`config.mk`:
```
export PLATFORM = sky130hd
export DESIGN_NAME = ram_dp_port_arbiter
export DESIGN_NICKNAME = d
export VERILOG_FILES = /design/src/rtl/ram_dp_port_arbiter.sv
export SDC_FILE = /design/constraint.sdc
export NUM_CORES = 1
export LEC_CHECK = 0
export ABC_AREA = 1
export BUFFER_PORTS_ARGS = -buffer_cell sky130_fd_sc_hd__clkbuf_2
export CAP_MARGIN = 20
export CORE_AREA = 2 2 181 183
export CTS_CLUSTER_SIZE = 25
export DETAILED_ROUTE_END_ITERATION = 7
export DIE_AREA = 0 0 183 185
export PLACE_DENSITY = 0.71
export SETUP_SLACK_MARGIN = 0.02
export SKIP_LAST_GASP = 1
export SLEW_MARGIN = 40
export SYNTH_ARGS = -nofsm -noshare
export SYNTH_HDL_FRONTEND = slang
export SYNTH_SLANG_ARGS = --single-unit
```
`constraint.sdc`:
```
create_clock -name clk -period 3.92 [get_ports clk]
set_clock_uncertainty 0.05 [all_clocks]
set_input_delay 0.784 -clock clk [delete_from_list [all_inputs] [get_ports clk]]
set_output_delay 0.784 -clock clk [all_outputs]
set_load 0.02 [all_outputs]
```
`src/rtl/ram_dp_port_arbiter.sv`:
```
// Round-robin arbiter sharing one true dual-port RAM between NREQ requesters.
// Optional statistics counters are enabled with `define RAM_ARB_STATS_EN.
module ram_dp_port_arbiter #(
  parameter int NREQ = 4,
  parameter int AW   = 10,
  parameter int DW   = 32
) (
  input  logic               clk,
  input  logic               rst_n,
  input  logic [NREQ-1:0]    req_valid,
  input  logic [NREQ-1:0]    req_we,
  input  logic [NREQ*AW-1:0] req_addr,
  input  logic [NREQ*DW-1:0] req_wdata,
  output logic [NREQ-1:0]    req_ready,
  output logic [NREQ-1:0]    rsp_valid,
  output logic [NREQ*DW-1:0] rsp_rdata,
  output logic               weA,
  output logic               weB,
  output logic [AW-1:0]      addrA,
  output logic [AW-1:0]      addrB,
  output logic [DW-1:0]      dinA,
  output logic [DW-1:0]      dinB,
  input  logic [DW-1:0]      doutA,
  input  logic [DW-1:0]      doutB
`ifdef RAM_ARB_STATS_EN
  ,
  output logic [15:0]        stat_conflicts,
  output logic [15:0]        stat_grants
`endif
);

  localparam int IW = $clog2(NREQ);
  localparam logic [IW-1:0] LAST_IDX = IW'(NREQ - 1);

  logic [IW-1:0] rr_ptr_reg;
  logic [IW-1:0] scan_idx [NREQ];
  logic [NREQ-1:0] scan_valid;
  logic [IW-1:0] win_a, win_b, last_idx;
  logic has_a, has_b, we_a, we_b, conflict, grant_a, grant_b;
  logic [AW-1:0] addr_a, addr_b, addr_a_hold_reg, addr_b_hold_reg;
  logic [DW-1:0] din_a, din_b, din_a_hold_reg, din_b_hold_reg;
  logic tag_a_valid_reg, tag_b_valid_reg;
  logic [IW-1:0] tag_a_id_reg, tag_b_id_reg;

  // Rotated view of the requesters: position gi holds index (rr_ptr + gi) mod NREQ.
  for (genvar gi = 0; gi < NREQ; gi++) begin : g_scan
    logic [IW:0] sum;
    assign sum = {1'b0, rr_ptr_reg} + (IW+1)'(gi);
    assign scan_idx[gi] = (sum >= (IW+1)'(NREQ)) ? IW'(sum - (IW+1)'(NREQ)) : sum[IW-1:0];
    assign scan_valid[gi] = req_valid[scan_idx[gi]];
  end

  always_comb begin
    has_a = 1'b0;
    has_b = 1'b0;
    win_a = '0;
    win_b = '0;
    for (int k = 0; k < NREQ; k++) begin
      if (scan_valid[k]) begin
        if (!has_a) begin
          has_a = 1'b1;
          win_a = scan_idx[k];
        end else if (!has_b) begin
          has_b = 1'b1;
          win_b = scan_idx[k];
        end
      end
    end
  end

  assign we_a   = req_we[win_a];
  assign we_b   = req_we[win_b];
  assign addr_a = req_addr[win_a*AW +: AW];
  assign addr_b = req_addr[win_b*AW +: AW];
  assign din_a  = req_wdata[win_a*DW +: DW];
  assign din_b  = req_wdata[win_b*DW +: DW];

  // A blocked B is simply dropped this cycle; no further candidate is searched.
  assign conflict = has_a && has_b && (addr_a == addr_b) && (we_a || we_b);
  assign grant_a  = rst_n && has_a;
  assign grant_b  = rst_n && has_b && !conflict;
  assign last_idx = grant_b ? win_b : win_a;

  always_comb begin
    req_ready = '0;
    if (grant_a) req_ready[win_a] = 1'b1;
    if (grant_b) req_ready[win_b] = 1'b1;
  end

  assign weA   = grant_a && we_a;
  assign weB   = grant_b && we_b;
  assign addrA = grant_a ? addr_a : addr_a_hold_reg;
  assign addrB = grant_b ? addr_b : addr_b_hold_reg;
  assign dinA  = grant_a ? din_a : din_a_hold_reg;
  assign dinB  = grant_b ? din_b : din_b_hold_reg;

  always_ff @(posedge clk) begin
    if (!rst_n) begin
      rr_ptr_reg      <= '0;
      tag_a_valid_reg <= 1'b0;
      tag_b_valid_reg <= 1'b0;
      tag_a_id_reg    <= '0;
      tag_b_id_reg    <= '0;
      addr_a_hold_reg <= '0;
      addr_b_hold_reg <= '0;
      din_a_hold_reg  <= '0;
      din_b_hold_reg  <= '0;
    end else begin
      if (grant_a || grant_b)
        rr_ptr_reg <= (last_idx == LAST_IDX) ? '0 : last_idx + 1'b1;
      tag_a_valid_reg <= grant_a && !we_a;
      tag_b_valid_reg <= grant_b && !we_b;
      tag_a_id_reg    <= win_a;
      tag_b_id_reg    <= win_b;
      if (grant_a) begin
        addr_a_hold_reg <= addr_a;
        din_a_hold_reg  <= din_a;
      end
      if (grant_b) begin
        addr_b_hold_reg <= addr_b;
        din_b_hold_reg  <= din_b;
      end
    end
  end

  // Response tags line up with RAM output data one cycle after the grant.
  for (genvar gi = 0; gi < NREQ; gi++) begin : g_rsp
    logic hit_a, hit_b;
    logic [DW-1:0] rdata_hold_reg;
    assign hit_a = rst_n && tag_a_valid_reg && (tag_a_id_reg == IW'(gi));
    assign hit_b = rst_n && tag_b_valid_reg && (tag_b_id_reg == IW'(gi));
    assign rsp_valid[gi] = hit_a || hit_b;
    assign rsp_rdata[gi*DW +: DW] = hit_a ? doutA : (hit_b ? doutB : rdata_hold_reg);
    always_ff @(posedge clk) begin
      if (!rst_n) rdata_hold_reg <= '0;
      else        rdata_hold_reg <= rsp_rdata[gi*DW +: DW];
    end
  end

`ifdef RAM_ARB_STATS_EN
  logic [16:0] grant_sum;
  assign grant_sum = {1'b0, stat_grants} + 17'(grant_a) + 17'(grant_b);

  always_ff @(posedge clk) begin
    if (!rst_n) begin
      stat_conflicts <= '0;
      stat_grants    <= '0;
    end else begin
      if (conflict && stat_conflicts != 16'hFFFF)
        stat_conflicts <= stat_conflicts + 16'd1;
      stat_grants <= grant_sum[16] ? 16'hFFFF : grant_sum[15:0];
    end
  end
`endif

endmodule

```
Word level (Yosys, flattened, before mapping) --
Index checks and enable logic that the tools add are counted.
Word-level totals: flip-flop bits (word level) 220, bits of input ports 242, output and inout bits 222, word-level logic and storage cells 142
Cells by class: add/sub/neg operators 8, multipliers 2, order comparisons 12, equal/unequal tests 8, shift-type cells 4, multiplexer cells 61, bitwise gates (word level) 1, reductions and logical operators 33
Operators with widths (number):
- 2-to-1 mux 32 bit | 10
- indexed part select 128 x 8 -> 32 bit | 2
- indexed part select 40 x 7 -> 10 bit | 2
- 2-to-1 mux 2 bit | 21
- logical AND 1 bit | 22
- 2-to-1 mux 10 bit | 2
- < comparator 2 x 3 -> 1 bit, second input constant | 6
- 2-to-1 mux 1 bit | 18
- binary-select mux 1 bit (select 2 bit) | 6
- equality test 10 bit | 1
- equality test 2 bit, second input constant | 5
- multiplier 2 x 3 -> 5 bit, second input constant | 2
- >= comparator 3 bit, second input constant | 3
- 2-to-1 mux 4 bit | 2
- subtractor 2 x 1 -> 2 bit, second input constant | 4
- adder 2 x 2 -> 3 bit, second input constant | 2
- logical OR 1 bit | 6
- demux 1 bit (select 2 bit) | 2
- equality test 2 x 1 -> 1 bit, second input constant | 2
- >= comparator 2 x 1 -> 1 bit, second input constant | 2
- logical NOT 2 bit | 2
- bitwise OR 4 bit | 1
- adder 2 x 1 -> 3 bit, second input constant | 1
- >= comparator 2 x 3 -> 1 bit, second input constant | 1
- 2 further kinds | 4

Logic depth before layout (Yosys ltp) --
depth in word-level cells 23, mapped depth 33, depth with buffers taken out 30

Least setup slack after synthesis --
OpenSTA, ideal clock, no wires.
kind input port to output port, from input port req_valid[1], to output port req_ready[2], data arrival time 3300 ps, data required time 3086 ps, slack -214 ps, stages on the path 24, path buffers 4, path through inv_1 -> nand2_1 -> nand3_1 -> nand2_4 -> ha_1 -> inv_1 -> nand2_1 -> nand2_1 -> inv_1 -> nand2_1 -> nand3_2 -> nand2_4 -> buf_6 -> buf_6 -> o21ai_2 -> mux2i_2 -> nand2_1 -> o21ai_1 -> nor2_2 -> nand2_4 -> nand2_4 -> buf_8 -> buf_6 -> o32ai_2
Between the ends: longest elaborated chain between the ends 19
RTL lines:
- start: declaration | line 10 | input logic [NREQ-1:0] req_valid,
- binary-select mux 1 bit (select 2 bit) | line 50 | assign scan_valid[gi] = req_valid[scan_idx[gi]];
- 2-to-1 mux 1 bit (implied by the code) | line 50
- 2-to-1 mux 1 bit | line 59 | if (scan_valid[k]) begin
- 2-to-1 mux 2 bit or 2-to-1 mux 1 bit (tied branches) | line 60 | if (!has_a) begin
- 2-to-1 mux 2 bit or 2-to-1 mux 1 bit (tied branches) | line 59
- 2-to-1 mux 2 bit | line 63 | end else if (!has_b) begin
- 2-to-1 mux 2 bit | line 60
- 2-to-1 mux 2 bit | line 59
- [... 2 more ...]
- 2-to-1 mux 2 bit | line 59
- multiplier 2 x 3 -> 5 bit | line 74 | assign addr_b = req_addr[win_b*AW +: AW];
- indexed part select 40 x 7 -> 10 bit | line 74
- equality test 10 bit | line 79 | assign conflict = has_a && has_b && (addr_a == addr_b) && (we_a || we_b);
- logical AND 1 bit (2 in a row) | line 79
- logical NOT 1 bit | line 81 | assign grant_b = rst_n && has_b && !conflict;
- logical AND 1 bit | line 81
- 2-to-1 mux 4 bit (*) | line 87 | if (grant_b) req_ready[win_b] = 1'b1;
- end: declaration | line 14 | output logic [NREQ-1:0] req_ready,
Mark *: on every way between the ends. The rest lies on a longest branch, timed or not. The select of a mux whose other input is x is not followed.

Worst setup path after layout --
from register rr_ptr_reg[0], to output port dinB[30]
Between the ends: longest elaborated chain between the ends 21
RTL lines:
- start: declaration | line 35 | logic [IW-1:0] rr_ptr_reg;
- start signal: assignment | line 110 | rr_ptr_reg <= (last_idx == LAST_IDX) ? '0 : last_idx + 1'b1;
- parallel branches: the longest is 20 deep, another holds adder 2 x 1 -> 3 bit
- 2-to-1 mux 32 bit (*)
- end: declaration | line 22 | output logic [DW-1:0] dinB,
Every way passes the cells marked *. The select of a mux whose other input is x is not followed.

==> flow_metrics.py <==
metrics = {
    "global_route": {
        "grt.total_usage_pct": 31.1,
        "gr-usage-met3_pct": 6.76,
        "global_route.usage.met1_pct": 36.2,
        "grtUsageMet2_pct": 54.3,
        "gr-total-overflow": 0,
        "antenna_found_initial": 6,
        "busiest_layer": "met2",
        "grt_pass1_vias": 15500,
        "grt_max_degree": 97,
        "grt_pass1_wl_microns": 83600,
    },
    "synth": {
        "syn-num-nets": 2333,
        "synthAdderAreaFrac_pct": 0.188,
        "synth_area_leader_cell": "dfxtp_1",
        "synth_area_leaders": "dfxtp_1 (33%), nand2_1 (18%), inv_1 (7.7%)",
        "synth_mux_area_share_pct": 0.103,
        "synth_top_area_share_pct": 33.0,
        "syn_area_per_cell_sq_um": 6.38,
        "synth-compound-area-share_pct": 22.7,
        "yosys.area_share.simple_pct": 30.6,
        "synth-xor-area-share_pct": 0,
        "ys_ff_latch": 220,
        "seq_area_frac_synth_pct": 33.0,
        "synth_area_sq_mm": 0.0133,
        "syn_inst": 2089,
        "yosys.cell_types.count": 38,
        "synth_top_family_by_area": "simple AND/OR/NAND/NOR gates",
        "yosysWarnings": 0,
    },
    "drt": {
        "ant_nets": 0,
        "routed_wl_microns": 58600,
        "vias_per_cell": 5.34,
        "drtPass1Iterations": 6,
        "drc_errors": 0,
        "drt-initial-drc-count": 1205,
        "vias": 16600,
        "wl_per_cell_microns": 18.8,
    },
    "floorplanning": {
        "die_w_microns": 183,
        "fp-row-count": 66,
        "io_pins": 464,
        "die_area_sq_mm": 0.0339,
        "die_h_microns": 185,
        "core_sq_mm": 0.0320,
        "start_util_pct": 41.6,
    },
    "sta": {
        "maxSlewViolCount": 0,
        "setup_viol": 80,
        "finalWorstSetupSlack_ns": -0.777,
        "worstMarginPinSlew_ns": 0.786,
        "finalCriticalPeriod_ns": 4.70,
        "post-route-period-util_pct": 120,
        "grt_setup_unrepaired": "true",
        "hold_viol_final": 0,
        "relSlewSlack_pct": 47.6,
        "max_freq_ghz": 0.213,
    },
    "worst_setup_path": {
        "r2r_end": "din_b_hold_reg[29]$_SDFF_PN0_",
        "cpMaxStageDelayCell": "dfxtp_4",
        "cp-start-kind": "flip-flop",
        "crit_path_end_kind": "output pin",
        "reg2reg_from": "rr_ptr_reg[0]$_SDFFE_PN0P_",
        "reg2reg_slack_ns": 0.26,
        "reg2regPathDepth": 29,
        "cp_data_arrival_time_ns": 3.86,
        "worstSetupPathType": "flip-flop to output pin",
        "critPathMaxFanout": 6,
        "crit_buf_inv": 10,
        "path_delay_family": "simple AND/OR/NAND/NOR gates",
        "max_stage_delay_ns": 0.37,
        "cp_common_cell": "nand2_1",
        "critPathRequiredTime_ns": 3.09,
    },
    "finish": {
        "syn_to_final_growth_pct": 56.0,
        "fin_nets": 2926,
        "final_cell_mix": "nand2_1 (541), clkbuf_2 (394), inv_1 (248)",
        "drive_gt1_share_pct": 39.2,
        "final_common_cell": "nand2_1",
        "largest_register_ffs": 128,
        "num-fill-cells": 2791,
    },
    "hold_path": {
        "hold_path.class": "flip-flop to flip-flop",
        "hp-start": "din_a_hold_reg[13]$_SDFF_PN0_",
        "hold_end": "din_a_hold_reg[13]$_SDFF_PN0_",
        "holdPathStages": 2,
    },
    "job": {
        "cap_viol_max_count": 0,
    },
    "place": {
        "place_congestion": 0.977,
        "pre_cts_ws_ns": -0.729,
        "portBuffers": 463,
        "dp_hpwl_microns": 39200,
    },
    "clock_tree": {
        "clockBufferDepth": 3,
        "tritoncts": "yes",
        "root_buffer": "clkbuf_16",
        "path_clk_slew_ns": 0.06,
        "holdBufCountCts": 0,
        "cts_buffers": 27,
        "clock_latency_ns": 0.56,
        "cts.htree.levels": 1,
        "cts.sinks": 220,
    },
    "status": {
        "violations": "setup timing",
        "status": "finished with violations",
    },
}
-- cells by family (layout without fill, tap and decap cells) --
| family | after synthesis | in the layout |
|---|---|---|
| multiplexers | 1 | 1 |
| other | 0 | 6 |
| AND/OR/NAND/NOR | 932 | 933 |
| flip-flops | 220 | 220 |
| AO/OA/AOI/OAI | 489 | 489 |
| adder cells (fa/ha/maj) | 2 | 2 |
| buffers and inverters | 445 | 1057 |
-- through the flow --
step / TNS (ns) / hold WS, ns / area [sq um] / utilization, % / cells
3_5_place_dp: -37.55 / 0.414 / 17400 / 54.3 / 2989
6_report: -38.80 / 0.425 / 20800 / 64.9 / 3116
4_1_cts: -36.51 / 0.423 / 19400 / 60.6 / 3073
2_1_floorplan: -1.93 / 0.403 / 13500 / - / 2089
5_1_grt: -50.42 / 0.444 / 20800 / 64.9 / 3116
3_3_place_gp: -36.03 / 0.410 / 17400 / 54.2 / 2989
-- layout make-up --
cell class              count  area (sq um)  share of cell area (%)
repair buffers            705          5340                    25.7
flip-flops and latches    220          4410                    21.2
multi-input cells        1425          8410                    40.4
clock inverters             9          95.1                   0.457
inverters                 303          1180                    5.68
diodes                      6          15.0                  0.0722
well taps                 408           510                    2.45
clock buffers              40           835                    4.01
-- repair_timing --
| item | CTS | global route |
|---|---|---|
| endpoints found under the setup margin | 87 | 90 |
| pin swaps | 9 | 72 |
| gates resized for setup | 164 | 309 |
| buffers inserted | 27 | 33 |
| gates cloned | 8 | 9 |
-- worst min-delay path: stages, from the launching register on --
cell and delay (ns):
dfxtp_1 0.30, nand2_1 0.07, a21oi_1 0.06
-- layer usage --
layer	vias up	wire length, microns
li1	7913	-
met1	7603	21900
met2	891	28100
met3	219	5260
met4	0	3340
met5	-	0
-- how the worst max path moves through the flow --
stage | to | slack, ns | cells after the start | from
6_report | dinB[30] | -0.78 | 27 | rr_ptr_reg[0]$_SDFFE_PN0P_
5_1_grt | dinB[11] | -0.93 | 31 | rr_ptr_reg[0]$_SDFFE_PN0P_
4_1_cts | dinB[31] | -0.69 | 31 | rr_ptr_reg[0]$_SDFFE_PN0P_
3_5_place_dp | dinB[28] | -0.73 | 29 | req_valid[0]
3_3_place_gp | dinB[28] | -0.70 | 26 | req_valid[0]
2_1_floorplan | req_ready[2] | -0.10 | 24 | req_valid[0]
-- synthesized netlist by cell type --
cell        n
o21ai_0   204
nor2_4      1
buf_6       9
clkbuf_1  105
or2_2       1
nor2_8      1
nor2_1     69
a32o_1      1
inv_1     273
o32ai_2     1
and2_1    128
nor3_1      8
mux2i_2     1
nand2_4     8
nand3_1    64
inv_4       1
nand2_2     7
buf_1      10
o221ai_1   64
nand4_4     1
nor2_2      2
nand3_2     3
buf_8       1
buf_4       3
nand2_1   633
nand4_1     5
o21ai_1    20
dfxtp_1   220
nand3_4     1
o22ai_1     2
a22oi_1    95
clkinv_1    1
buf_2      14
a21oi_1    79
ha_1        2
a31oi_1     1
o21ai_2    22
inv_2      28
Power is left out: the tool's default activity adds up to more than one toggle a clock period on the data nets, which glitch-free logic cannot reach.
